===== config.mk =====
export PLATFORM = sky130hd
export DESIGN_NAME = iter_divider
export DESIGN_NICKNAME = d
export VERILOG_FILES = /design/src/rtl/iter_divider.sv
export SDC_FILE = /design/constraint.sdc
export NUM_CORES = 1
export LEC_CHECK = 0
export CORE_MARGIN = 4
export CORE_UTILIZATION = 24
export CTS_CLUSTER_SIZE = 8
export DETAILED_ROUTE_END_ITERATION = 10
export PLACE_DENSITY = 0.39
export SETUP_SLACK_MARGIN = 0.5
export SLEW_MARGIN = 20
export SYNTH_ARGS = -nofsm -noshare
export SYNTH_HDL_FRONTEND = slang
export SYNTH_SLANG_ARGS = --single-unit

===== constraint.sdc =====
create_clock -name clk -period 2.84 [get_ports clk]
set_input_delay 0.568 -clock clk [delete_from_list [all_inputs] [get_ports clk]]
set_output_delay 0.568 -clock clk [all_outputs]
set_load 0.005 [all_outputs]

===== src/rtl/iter_divider.sv =====
// iter_divider: radix-2 restoring divider, one quotient bit per cycle.
// Fixed latency of WIDTH+1 cycles from the accepting edge to the done pulse.
// Optional build macro DIV_SIGNED_EN adds two's-complement division
// (magnitude conversion, sign fix-up and MIN/-1 overflow detection).
module iter_divider #(
    parameter int WIDTH = 16,
    parameter int CNT_W = $clog2(WIDTH) + 1
) (
    input  logic             clk,
    input  logic             reset,
    input  logic             start,
    input  logic             signed_op,
    input  logic [WIDTH-1:0] dividend,
    input  logic [WIDTH-1:0] divisor,
    output logic             busy,
    output logic             done,
    output logic [WIDTH-1:0] quotient,
    output logic [WIDTH-1:0] remainder,
    output logic [3:0]       flags
);

    typedef enum logic [1:0] {IDLE, ITER, FIX} state_t;

    state_t            state, state_nxt;
    logic [WIDTH:0]    rem;        // one spare bit so compare/subtract never overflows
    logic [WIDTH-1:0]  quo;        // holds remaining dividend bits, fills with quotient bits
    logic [WIDTH-1:0]  dvs;
    logic [WIDTH-1:0]  dvd_orig;   // original dividend, returned on divide-by-zero
    logic [CNT_W-1:0]  count;
    logic              dbz;
    logic              ovf;

    logic [WIDTH-1:0]  dvd_mag, dvs_mag;
    logic [WIDTH-1:0]  q_fix, r_fix;
    logic [WIDTH:0]    rem_sh, rem_nxt;
    logic [WIDTH-1:0]  quo_nxt;
    logic [WIDTH-1:0]  q_res, r_res;
    logic              v_res;
    logic              accept;

    assign accept = (state == IDLE) && start;
    assign busy   = (state != IDLE);

`ifdef DIV_SIGNED_EN
    logic sgn_in, a_neg, b_neg;
    logic q_neg, r_neg;

    assign sgn_in  = signed_op;
    assign a_neg   = sgn_in & dividend[WIDTH-1];
    assign b_neg   = sgn_in & divisor[WIDTH-1];
    assign dvd_mag = a_neg ? (~dividend + 1'b1) : dividend;
    assign dvs_mag = b_neg ? (~divisor + 1'b1) : divisor;
    assign q_fix   = q_neg ? (~quo + 1'b1) : quo;
    assign r_fix   = r_neg ? (~rem[WIDTH-1:0] + 1'b1) : rem[WIDTH-1:0];

    // Capture sign bookkeeping and the MIN / -1 overflow case at accept
    always_ff @(posedge clk) begin
        if (reset) begin
            q_neg <= 1'b0;
            r_neg <= 1'b0;
            ovf   <= 1'b0;
        end else if (accept) begin
            q_neg <= a_neg ^ b_neg;
            r_neg <= a_neg;
            ovf   <= sgn_in && (dividend == {1'b1, {(WIDTH-1){1'b0}}})
                            && (divisor == {WIDTH{1'b1}});
        end
    end

    logic unused_bits;
    assign unused_bits = rem[WIDTH];
`else
    assign dvd_mag = dividend;
    assign dvs_mag = divisor;
    assign q_fix   = quo;
    assign r_fix   = rem[WIDTH-1:0];
    assign ovf     = 1'b0;

    // signed_op has no effect in the unsigned-only build
    logic unused_bits;
    assign unused_bits = ^{rem[WIDTH], signed_op};
`endif

    // One restoring step: shift in the next dividend bit, subtract if it fits
    always_comb begin
        rem_sh  = {rem[WIDTH-1:0], quo[WIDTH-1]};
        quo_nxt = {quo[WIDTH-2:0], 1'b0};
        rem_nxt = rem_sh;
        if (rem_sh >= {1'b0, dvs}) begin
            rem_nxt    = rem_sh - {1'b0, dvs};
            quo_nxt[0] = 1'b1;
        end
    end

    // State register
    always_ff @(posedge clk) begin
        if (reset) state <= IDLE;
        else       state <= state_nxt;
    end

    // Next-state logic
    always_comb begin
        state_nxt = state;
        case (state)
            IDLE:    if (start) state_nxt = ITER;
            ITER:    if (count == CNT_W'(WIDTH - 1)) state_nxt = FIX;
            FIX:     state_nxt = IDLE;
            default: state_nxt = IDLE;
        endcase
    end

    // Iteration datapath: load operands on accept, step once per ITER cycle
    always_ff @(posedge clk) begin
        if (reset) begin
            rem      <= '0;
            quo      <= '0;
            dvs      <= '0;
            dvd_orig <= '0;
            count    <= '0;
            dbz      <= 1'b0;
        end else if (accept) begin
            rem      <= '0;
            quo      <= dvd_mag;
            dvs      <= dvs_mag;
            dvd_orig <= dividend;
            count    <= '0;
            dbz      <= (divisor == '0);
        end else if (state == ITER) begin
            rem   <= rem_nxt;
            quo   <= quo_nxt;
            count <= count + 1'b1;
        end
    end

    // Final result with divide-by-zero and overflow overrides
    always_comb begin
        q_res = q_fix;
        r_res = r_fix;
        v_res = 1'b0;
        if (dbz) begin
            q_res = '1;
            r_res = dvd_orig;
            v_res = 1'b1;
        end else if (ovf) begin
            q_res = {1'b1, {(WIDTH-1){1'b0}}};
            r_res = '0;
            v_res = 1'b1;
        end
    end

    // Register results and pulse done in FIX; outputs hold until the next done
    always_ff @(posedge clk) begin
        if (reset) begin
            quotient  <= '0;
            remainder <= '0;
            flags     <= '0;
            done      <= 1'b0;
        end else begin
            done <= (state == FIX);
            if (state == FIX) begin
                quotient  <= q_res;
                remainder <= r_res;
                flags     <= {q_res[WIDTH-1], (q_res == '0), 1'b0, v_res};
            end
        end
    end

endmodule


Word level (Yosys, flattened, before mapping)
Cells that the tools add are included.
{"block": "totals", "reg_bits": 108, "input_bits": 36, "out_inout_bits": 38}
{"block": "op_classes", "addsub": 2, "n_reduce_logical": 8, "order_cmp": 1, "n_eq_ne": 5, "mux": 10}
{"operator": "16-bit two-way mux", "n": 5}
{"operator": "16-bit logical NOT", "n": 2}
{"operator": "17-bit by 16-bit >= comparator with 1-bit output", "n": 1}
{"operator": "16-bit subtractor", "n": 1}
{"operator": "5-bit by 1-bit adder with 5-bit output (second input constant)", "n": 1}
{"operator": "5-bit by 4-bit == test with 1-bit output (second input constant)", "n": 1}
{"operator": "2-bit two-way mux", "n": 2}
{"operator": "2-bit != test (second input constant)", "n": 2}
{"operator": "2-bit case mux with 2 select lines", "n": 1}
{"operator": "2-bit nonzero test", "n": 2}
{"operator": "2-bit by 1-bit == test with 1-bit output (second input constant)", "n": 1}
{"operator": "2-bit == test (second input constant)", "n": 1}
{"operator": "2-bit logical NOT", "n": 1}
{"operator": "1-bit two-way mux", "n": 2}
{"operator": "2-bit AND reduction", "n": 1}
{"operator": "2-bit OR reduction", "n": 1}
{"operator": "1-bit logical AND", "n": 1}

Logic depth before layout (Yosys ltp)
Gate-level depths: netlist (run 1).
{"block": "logic_depth", "word_depth": 4, "mapped_depth": 11, "mapped_depth_nobuf": 10}

Least setup slack after synthesis (run 1)
Ideal clock, no wire load.
{"block": "synth_path", "path_type": "register -> register", "start": "register dvs[3]", "end": "register rem[14]", "stages_incl_launch_ff": 10, "t_arrival_ns": 2.252, "setup_slack_ns": 0.514, "t_required_ns": 2.766, "cell_sequence": "dfxtp_1 > inv_1 > ha_1 > and3_1 > o21ai_2 > a211o_1 > a31o_1 > and2_4 > or4_1 > a31oi_1"}
{"block": "synth_via", "elab_chain_len": 2, "word_cells_on_any_way": 3, "classes_between": "add/sub: 1; order compare: 1; mux: 1"}
{"element": "from (decl)", "line_no": "27", "source": "logic [WIDTH-1:0] dvs;"}
{"element": "from (signal assigned)", "line_no": "124", "source": "dvs <= dvs_mag;"}
{"element": "16-bit subtractor / 17-bit by 16-bit >= comparator with 1-bit output (equally long branches)", "line_no": "90, 89"}
{"element": "16-bit two-way mux (*)", "line_no": "89", "source": "if (rem_sh >= {1'b0, dvs}) begin"}
{"element": "to (signal assigned)", "line_no": "129", "source": "rem <= rem_nxt;"}
{"element": "to (decl)", "line_no": "25", "source": "logic [WIDTH:0] rem;"}
Mark *: on every way between the ends. The rest lies on a longest branch, timed or not.
A chain may end at the register's enable or synchronous reset.

Worst setup path after layout (run 1)
{"block": "layout_path", "start": "register rem[10]", "end": "register rem[14]"}
{"block": "layout_via", "elab_chain_len": 2, "word_cells_on_any_way": 3, "classes_between": "add/sub: 1; order compare: 1; mux: 1"}
{"element": "16-bit subtractor / 17-bit by 16-bit >= comparator with 1-bit output (equally long branches)", "line_no": "90, 89"}
{"element": "16-bit two-way mux (*)", "line_no": "89"}
Marks and branches as above.

==> summary.txt, run 1 <==
status: complete, no violations
post-synthesis sequential area ratio: 0.428
Final min period: 2.39 ns
first-pass GRT wire length: 24,000 um
f_max: 0.418 GHz
R2R depth: 8
via count: 4,583
# nets final: 759
Top Ports: 74
Arrival @ worst endpoint: 2.68 ns
num rows: 52
setup TNS: 0 ns
last element of the critical path: rem[14]
Startpoint Class: register
yosys warns: 0
Post-Place Worst Slack: 0.219 ns
dominant cells by area after synthesis: dfxtp_1 (43%), nand2_1 (8.7%), a21oi_1 (6.1%)
RR Endpoint: rem[14]
initial DRC count: 211
Via density: 4.69
placed insts: 939
Synth-to-Final Area Change: 34.0%
initial antenna violation count: 0
CP top delay family: simple AND/OR/NAND/NOR gates
most instantiated library cell after synthesis: nand2_1
largest area contributor in the netlist: dfxtp_1
Async S/R FF share, synth: 0
Pre-antenna DRT Iters: 4
Setup Viol. Count Final: 0
WP buf/inv: 0
mean area per synthesized cell: 7.97 sq um
HPWL after detailed placement: 11,100 um
Initial Utilization: 0.246
predominant post-synthesis flop cell: dfxtp_1
drt total wl: 15,200 um
Yosys top cell area share: 0.428
Max Slew Vio Count: 0
min-delay src: dvs[10]
post-synthesis register bit count: 107
area of the mapped netlist: 5000 sq um
Fin. Hold Viols: 0
CTS tree: yes
met3 Resource Use GR: 0.0293
H-tree levels: 3
Worst Setup SP: rem[10]
worst hold path type: reg -> reg
Pwr Density: 575 nW/um^2
CTS Buffer Depth: 2
crit-path cells: ha_4 > nand4_1 > nor2_1 > a41oi_2 > a31o_1 > and2_4 > or4_4 > a31oi_1
most common library cells after synthesis: nand2_1 (116), dfxtp_1 (107), a21oi_1 (61)
root buffer cell: clkbuf_16
layout cell share with drive strength beyond 1: 0.158
critical path endpoint category: register
ANT cells: 0
vias in the first global route: 4,352
Congestion Overflow GR: 0
clock tree sinks: 107
global-route usage over all layers: 0.128
largest net degree at the start of global routing: 64
Syn Inst Count: 627
Worst-path clk slew: 0.07 ns
RePlAce Congestion: 0.852
Antenna Nets Post-Route: 0
critical path peak fanout: 5
max-cap viol count: 0
Reg2Reg Setup Slack: 0.45 ns
clk_skew: 0.00674 ns
WL/cell: 15.5 um
CP max-delay cell: or4_4
chip width: 152 um
worst reg2reg startpoint: rem[10]
critical path required time: 3.12 ns
Pleak: 2.38 nW
TritonCTS Buffers: 9
fin crit share: 0.843
Remaining DRCs: 0
max incr delay on CP: 0.53 ns
GR Layer Usage met1: 0.175
met2 global-route usage: 0.202
slew margin rel.: 0.532
post-layout power: 3.85 mW
worst setup margin: 0.445 ns
Max VDD drop: 285 uV
distinct cell type count of the synthesized netlist: 47
Post-synth EDFFs: 0
critical path depth: 8
PortBufs: 71
clk_lat worst skew: 0.35 ns
Die Y: 152 um
final hold slack: 0.455 ns
Die ar.: 23,200 sq um
Tightest Pin Transition: 0.702 ns
Non-Filler Instances: 978
Mapped Nets: 682
WS Path Type: reg -> reg
Core Region: 20,400 sq um
RSZ-0062 raised after global routing: yes
GRT Max-Usage Layer: met2
# hold bufs at CTS: 0
==> how the worst min path moves through the flow <==
stage	endpoint	slack, ns	cells past startpoint
floorplan	dvd_orig[0]	0.44	2
global placement	dvd_orig[8]	0.45	2
detailed placement	dvs[13]	0.45	2
CTS	dvs[13]	0.46	2
global route	dvs[9]	0.47	2
finish	dvs[10]	0.46	2
==> worst register-to-register path: stages, from the launching register on <==
cell,delay [ns]
dfxtp_2,0.37
ha_4,0.30
nand4_1,0.17
nor2_1,0.19
a41oi_2,0.14
a31o_1,0.27
and2_4,0.19
or4_4,0.54
a31oi_1,0.17
==> kinds of logic after synthesis <==
logic type,synth area share
adder cells (fa/ha/maj),0.0491
AND/OR/NAND/NOR,0.225
buffers and inverters,0.0500
other,0.000750
flip-flops,0.428
multiplexers,0.0460
XOR/XNOR,0.0245
AO/OA/AOI/OAI,0.176
==> flip-flops by register name (all words and copies together) (netlist names) <==
name	flops
rem	16
state	2
flags	2
dvs	16
quotient	16
dbz	1
dvd_orig	16
count	5
q_fix	16
done	1
remainder	16
==> report_power, final <==
part           leakage [nW]  switching [mW]  internal, mW  total [mW]
clock                 0.144           0.594         0.649        1.24
sequential            0.879          0.0625          1.57        1.63
combinational          1.36           0.508         0.472       0.980
total                  2.38            1.16          2.69        3.85
==> per-stage QoR <==
stage               instance area (sq um)   util
global placement                     5990  0.294
finish                               6700  0.329
CTS                                  6610  0.325
global route                         6700  0.329
detailed placement                   5990  0.294
floorplan                            5000      -
==> what timing repair did <==
action                     in CTS  in global routing
setup endpoints to repair       8                 10
cloned                          0                  0
gates resized for setup        47                 17
setup buffers                  18                  6
pin swaps                      19                 10
==> layer usage <==
metal / share of wire / up-vias / wire length, um
met2: 0.45 / 81 / 6900
met4: 0.014 / 0 / 217
met5: 0 / - / 0
met1: 0.49 / 2153 / 7510
met3: 0.038 / 12 / 577
li1: - / 2337 / -
==> area by class of cell <==
cell class	instances	area (sq um)
inverters	20	75.1
clock inverters	4	33.8
fillers	2169	13700
clock buffers	11	253
repair buffers	110	1000
well taps	270	338
multi-input cells	456	2840
flip-flops and latches	107	2160
==> cells in the final DEF (no fill, tap or decap), types with 2 or more instances in the layout <==
master	synthesis	routed
inv_1	20	12
clkdlybuf4s50_1	0	70
a21oi_2	0	3
nor3b_1	3	2
or4_1	5	4
ha_1	18	6
mux2i_1	23	23
o21a_1	2	2
nand4_1	7	7
o21ai_1	0	2
nor2_1	55	53
o21ai_0	23	20
ha_4	0	12
a21oi_1	61	58
dfxtp_1	107	89
xnor2_1	9	9
dfxtp_2	0	18
nor4_1	8	8
nand2b_1	6	6
a21o_1	9	9
o311ai_1	0	2
buf_4	2	38
inv_2	0	8
nor2b_4	0	2
nor3_1	34	34
clkbuf_8	0	2
a31oi_1	21	20
a211oi_1	19	18
clkbuf_16	0	9
o211ai_1	2	2
xor2_1	5	5
nand2_1	116	116
nor2_2	0	2
nand3_1	4	4
o21ai_2	1	2
(Power assumes the default switching activity.)
==> inputs of run 2 (changes only) <==
clock period = 2.4 ns   (was 2.84 ns; I/O delays follow)
==> run 2 against run 1 <==
Effect of this change: non-clock buffer count increased by 9; clock power grew 23%; wire length increased by 4.7%; hold slack better by 0.0013 ns; largest power group unchanged.
==> summary.txt, run 2 (synthesis gave the netlist of run 1 again) <==
critical path peak fanout: 6 (+1)
initial antenna violation count: 0 (unchanged)
Core Util, Final: 0.340 (+0.0111)
fin crit share: 0.946 (+0.103)
Remaining DRCs: 0 (unchanged)
Synth-to-Final Area Change: 38.6%
Fin. Hold Viols: 0 (unchanged)
clock tree sinks: 107 (unchanged)
Die Y: 152 um (unchanged)
most frequent cells in the layout: nand2_1 (114), dfxtp_1 (90), clkdlybuf4s50_1 (70), a21oi_1 (55), nor2_1 (53)
PortBufs: 71 (unchanged)
Pleak: 2.48 nW (+3.8%)
drt total wl: 15,900 um (+4.7%)
CTS tree: yes
Pwr Density: 688 nW/um^2 (+20%)
RSZ-0062 raised after global routing: yes
max-cap viol count: 0 (unchanged)
Via density: 4.67 (-0.39%)
via count: 4,612 (+0.63%)
Worst-path clk slew: 0.08 ns (about the same)
# nets final: 768 (+1.2%)
initial DRC count: 185 (-12%)
setup TNS: 0 ns (unchanged)
DP Area: 6220 sq um (+3.8%)
Die ar.: 23,200 sq um (unchanged)
WL/cell: 16.1 um (+3.6%)
Tightest Pin Transition: 0.716 ns (+0.0148 ns)
R2R depth: 9 (+1)
RePlAce Congestion: 0.825 (-3.2%)
Max VDD drop: 328 uV (+15%)
largest net degree at the start of global routing: 57 (-11%)
Antenna Nets Post-Route: 0 (unchanged)
vias in the first global route: 4,614 (+6.0%)
num rows: 52 (unchanged)
ANT cells: 0 (unchanged)
chip width: 152 um (unchanged)
Post-Place Worst Slack: -0.0181 ns (-0.237 ns)
Pre-antenna DRT Iters: 5 (+1)
Final min period: 2.27 ns (-0.125 ns)
Arrival @ worst endpoint: 2.56 ns (-0.12 ns)
most common cell after layout, fill and taps aside: nand2_1
HPWL after detailed placement: 11,800 um (+6.0%)
Startpoint Class: register
design area: 6930 sq um (+3.4%)
Max Slew Vio Count: 0 (unchanged)
CTS Buffer Depth: 2 (unchanged)
final hold slack: 0.457 ns (+0.00132 ns)
worst hold path type: reg -> reg
layout cell share with drive strength beyond 1: 0.187 (+0.0284)
Top Ports: 74 (unchanged)
root buffer cell: clkbuf_16
TritonCTS Buffers: 9 (unchanged)
Congestion Overflow GR: 0 (unchanged)
critical path endpoint category: register
slew margin rel.: 0.522 (-0.0104)
first-pass GRT wire length: 25,400 um (+5.5%)
worst setup margin: 0.130 ns (-0.315 ns)
Core Region: 20,400 sq um (unchanged)
# hold bufs at CTS: 0 (unchanged)
hold path cells: 2 (unchanged)
Setup Viol. Count Final: 0 (unchanged)
WS Path Type: reg -> reg
Initial Utilization: 0.246 (unchanged)
critical path required time: 2.69 ns (-0.43 ns)
f_max: 0.441 GHz (+5.5%)
status: complete, no violations
global-route usage over all layers: 0.136 (+0.00807)
clk_lat worst skew: 0.37 ns (+0.02 ns)
H-tree levels: 3 (unchanged)
clk_skew: 0.0133 ns (+0.00657 ns)
run 2: cell types whose count changed in the layout (fill, tap and decap cells not counted), moves of 2 or more:
cell and change:
buf_4 +5, a21oi_1 -3, a21oi_4 +3, buf_6 +3, a31oi_4 +2, dfxtp_2 -2
ha_2 +2, inv_8 +2, nand2_1 -2, nand2_4 +2, o21ai_4 +2
run 2: final timing paths:
path                      from           end  slack [ns]
setup reg to reg        dvs[7]       rem[14]        0.13
hold reg to reg   dvd_orig[11]  dvd_orig[11]        0.46
hold / removal    dvd_orig[11]  dvd_orig[11]        0.46
setup / recovery        dvs[7]       rem[14]        0.13
run 2: worst max-delay path, cell delays in order (launching register included):
cell and delay (ns):
dfxtp_1 0.36, inv_2 0.07, ha_4 0.26, a21o_1 0.17
a21o_1 0.20, a21o_1 0.21, nor4_2 0.13, a21oi_1 0.11
or4_4 0.53, a31oi_1 0.16
run 2: per-stage QoR:
step / cells / total power [mW]
finish: 988 / 4.77
global route: 988 / 5.03
CTS: 985 / 4.76
detailed placement: 958 / 3.00
global placement: 958 / 3.00
floorplan: 627 / 2.63
run 2: power breakdown:
group	leakage, nW	switching (mW)	internal (mW)
Sequential	0.879	0.0684	1.85
Clock	0.149	0.767	0.766
Combinational	1.45	0.671	0.645
Total	2.48	1.51	3.26
run 2: per-layer routing:
metal / routed length (um) / GRT usage / share of wire
met1: 7710 / 0.183 / 0.48
met2: 7280 / 0.220 / 0.46
met3: 715 / 0.0327 / 0.045
met4: 206 / 0.0313 / 0.013
met5: 0 / 0 / 0
run 2: layout make-up:
type / count / area (sq um)
fill: 2114 / 13400
tap: 270 / 338
timing repair buffer: 119 / 1090
clock inverter: 6 / 60.1
sequential: 107 / 2170
multi-input combinational: 456 / 2960
inverter: 20 / 75.1
clock buffer: 10 / 239
run 2: timing repair:
item | 4_1_cts | 5_1_grt
cloned | 1 | 0
endpoints found under the setup margin | 32 | 18
pin swaps | 25 | 13
hold endpoints to repair | 0 | 0
gates resized for setup | 39 | 29
buffers inserted | 10 | 3
==> inputs of run 3 (changes only) <==
CTS_BUF_LIST = sky130_fd_sc_hd__clkbuf_2 sky130_fd_sc_hd__clkbuf_4 sky130_fd_sc_hd__clkbuf_8   (was default)
PLACE_DENSITY = 0.4   (was 0.39)
clock period = 1.99 ns   (was 2.4 ns; I/O delays follow)
==> run 3 against run 2 <==
Effect of this change: the flow now finishes with violations (negative setup slack); clock power fell by 7%; die area unchanged; core utilization grew 2.7 points; largest power group unchanged; highest routed layer unchanged.
==> summary.txt, run 3 (synthesis gave the netlist of run 1 again) <==
Core Util, Final: 0.368 (+0.0274)
# nets final: 829 (+7.9%)
WS Path Type: reg -> reg
RePlAce Congestion: 0.796 (-3.5%)
Fillers: 2,131 (+0.80%)
Synth-to-Final Area Change: 49.7%
fin crit share: 1.19 (+0.244)
WP buf/inv: 1 (unchanged)
chip width: 152 um (unchanged)
CTS Buffer Depth: 2 (unchanged)
num rows: 52 (unchanged)
status: finished, violations left
H-tree levels: 3 (unchanged)
f_max: 0.422 GHz (-4.1%)
critical path required time: 2.33 ns (-0.36 ns)
critical path endpoint category: register
Comb power frac: 0.339 (+0.063)
via count: 4,846 (+5.1%)
Antenna Nets Post-Route: 0 (unchanged)
Die Y: 152 um (unchanged)
worst hold path type: in -> reg
met3 Resource Use GR: 0.0281 (-0.00454)
Arrival @ worst endpoint: 2.71 ns (+0.15 ns)
CTS tree: yes
max-cap viol count: 0 (unchanged)
clock tree sinks: 107 (unchanged)
initial antenna violation count: 0 (unchanged)
Startpoint Class: register
Reg2Reg Setup Slack: -0.38 ns (-0.51 ns)
clk_skew: 0.0114 ns (-0.00193 ns)
most frequent cells in the layout: nand2_1 (112), buf_4 (93), dfxtp_1 (56), nor2_1 (52)
met2 global-route usage: 0.245 (+0.0246)
WL/cell: 16.2 um (+0.63%)
Fin. Hold Viols: 0 (unchanged)
layout cell share with drive strength beyond 1: 0.320 (+0.133)
root buffer cell: clkbuf_8
Setup Viol. Count Final: 16 (+16)
Int Power: 3.74 mW (+15%)
Top Ports: 74 (unchanged)
Core Region: 20,400 sq um (unchanged)
clk_lat worst skew: 0.41 ns (+0.04 ns)
most common cell after layout, fill and taps aside: nand2_1
Pre-antenna DRT Iters: 4 (-1)
post-layout power: 5.66 mW (+19%)
vias in the first global route: 4,993 (+8.2%)
Flop pwr share: 0.409 (+0.006)
Die ar.: 23,200 sq um (unchanged)
sw power: 1.92 mW (+27%)
Initial Utilization: 0.246 (unchanged)
Remaining DRCs: 0 (unchanged)
# hold bufs at CTS: 0 (unchanged)
drt total wl: 17,000 um (+6.8%)
setup TNS: -3.88 ns (-3.88 ns)
Pwr Density: 756 nW/um^2 (+9.8%)
largest net degree at the start of global routing: 72 (+26%)
crit-path cells: inv_2 > ha_4 > and3_4 > o21ai_2 > a211o_1 > a31o_1 > and2_4 > or4_4 > a31oi_4
TritonCTS Buffers: 9 (unchanged)
initial DRC count: 172 (-7.0%)
global-route usage over all layers: 0.147 (+0.0119)
Post-Place Worst Slack: -0.413 ns (-0.395 ns)
PortBufs: 71 (unchanged)
CP max-delay cell: or4_4
RSZ-0062 raised after global routing: yes
Pleak: 3.00 nW (+21%)
CP top delay family: simple AND/OR/NAND/NOR gates
HPWL after detailed placement: 12,500 um (+6.6%)
failing checks: negative setup slack
Max Slew Vio Count: 0 (unchanged)
GR Layer Usage met1: 0.200 (+0.0170)
Clk pwr share: 0.252 (-0.069)
worst setup margin: -0.378 ns (-0.508 ns)
critical path peak fanout: 5 (-1)
ANT cells: 0 (unchanged)
Worst-path clk slew: 0.12 ns (+0.04 ns)
Via density: 4.62 (-1.0%)
first-pass GRT wire length: 27,500 um (+8.5%)
Final min period: 2.37 ns (+0.0981 ns)
Sw Ratio: 0.339 (+0.0228)
Congestion Overflow GR: 0 (unchanged)
final hold slack: 0.369 ns (-0.0878 ns)
GRT Max-Usage Layer: met2
Max VDD drop: 334 uV (+1.6%)
max incr delay on CP: 0.53 ns (about the same)
==> run 3: cell count changes in the layout (fill, tap and decap cells not counted), moves of 9 or more <==
cell	before	now
dlygate4sd2_1	0	45
dfxtp_1	90	56
dfxtp_2	16	51
clkbuf_16	9	0
buf_4	43	93
clkdlybuf4s50_1	70	23
==> run 3: layout make-up <==
type | count | area (sq um) | share of cell area
timing repair buffer | 180 | 1590 | 0.213
inverter | 20 | 75.1 | 0.0100
tap | 270 | 338 | 0.0451
multi-input combinational | 456 | 3070 | 0.410
sequential | 107 | 2210 | 0.295
clock buffer | 9 | 124 | 0.0165
clock inverter | 7 | 78.8 | 0.0105
==> run 3: routing by layer <==
| metal | vias to the layer above | wire length (um) |
|---|---|---|
| li1 | 2490 | - |
| met1 | 2246 | 8150 |
| met2 | 97 | 7940 |
| met3 | 13 | 714 |
| met4 | 0 | 195 |
| met5 | - | 0 |
==> run 3: path summary, 6_finish.rpt <==
check                           depth (start not counted)       start        to
worst max-delay path                                    9      dvs[3]   rem[14]
worst min register to register                          2    flags[0]  flags[0]
worst min-delay path                                    3  divisor[2]    dvs[2]
worst max register to register                          9      dvs[3]   rem[14]
==> run 3: what timing repair did <==
action	CTS	global route
pin swaps	30	19
cloned	1	0
gates resized for setup	168	19
setup buffers	19	7
endpoints found under the hold margin	0	0
setup endpoints to repair	89	53
==> run 3: worst register-to-register path, cell delays in order (launching register included) <==
cell and delay [ns]:
dfxtp_2 0.36, inv_2 0.04, ha_4 0.27, and3_4 0.19, o21ai_2 0.06, a211o_1 0.27, a31o_1 0.24, and2_4 0.19
or4_4 0.53, a31oi_4 0.17
==> run 3: per-stage QoR <==
| stage | cells | area (sq um) |
|---|---|---|
| floorplan | 627 | 5110 |
| global placement | 1006 | 6610 |
| detailed placement | 1006 | 6610 |
| CTS | 1042 | 7350 |
| global route | 1049 | 7490 |
| finish | 1049 | 7490 |
==> run 3: power by group through the flow <==
stage | combinational (mW) | clock, mW | sequential [mW]
global placement | 1.47 | 0 | 2.35
global route | 2.09 | 1.55 | 2.33
finish | 1.92 | 1.43 | 2.32
detailed placement | 1.47 | 0 | 2.35
floorplan | 0.840 | 0 | 2.34
CTS | 1.82 | 1.48 | 2.32
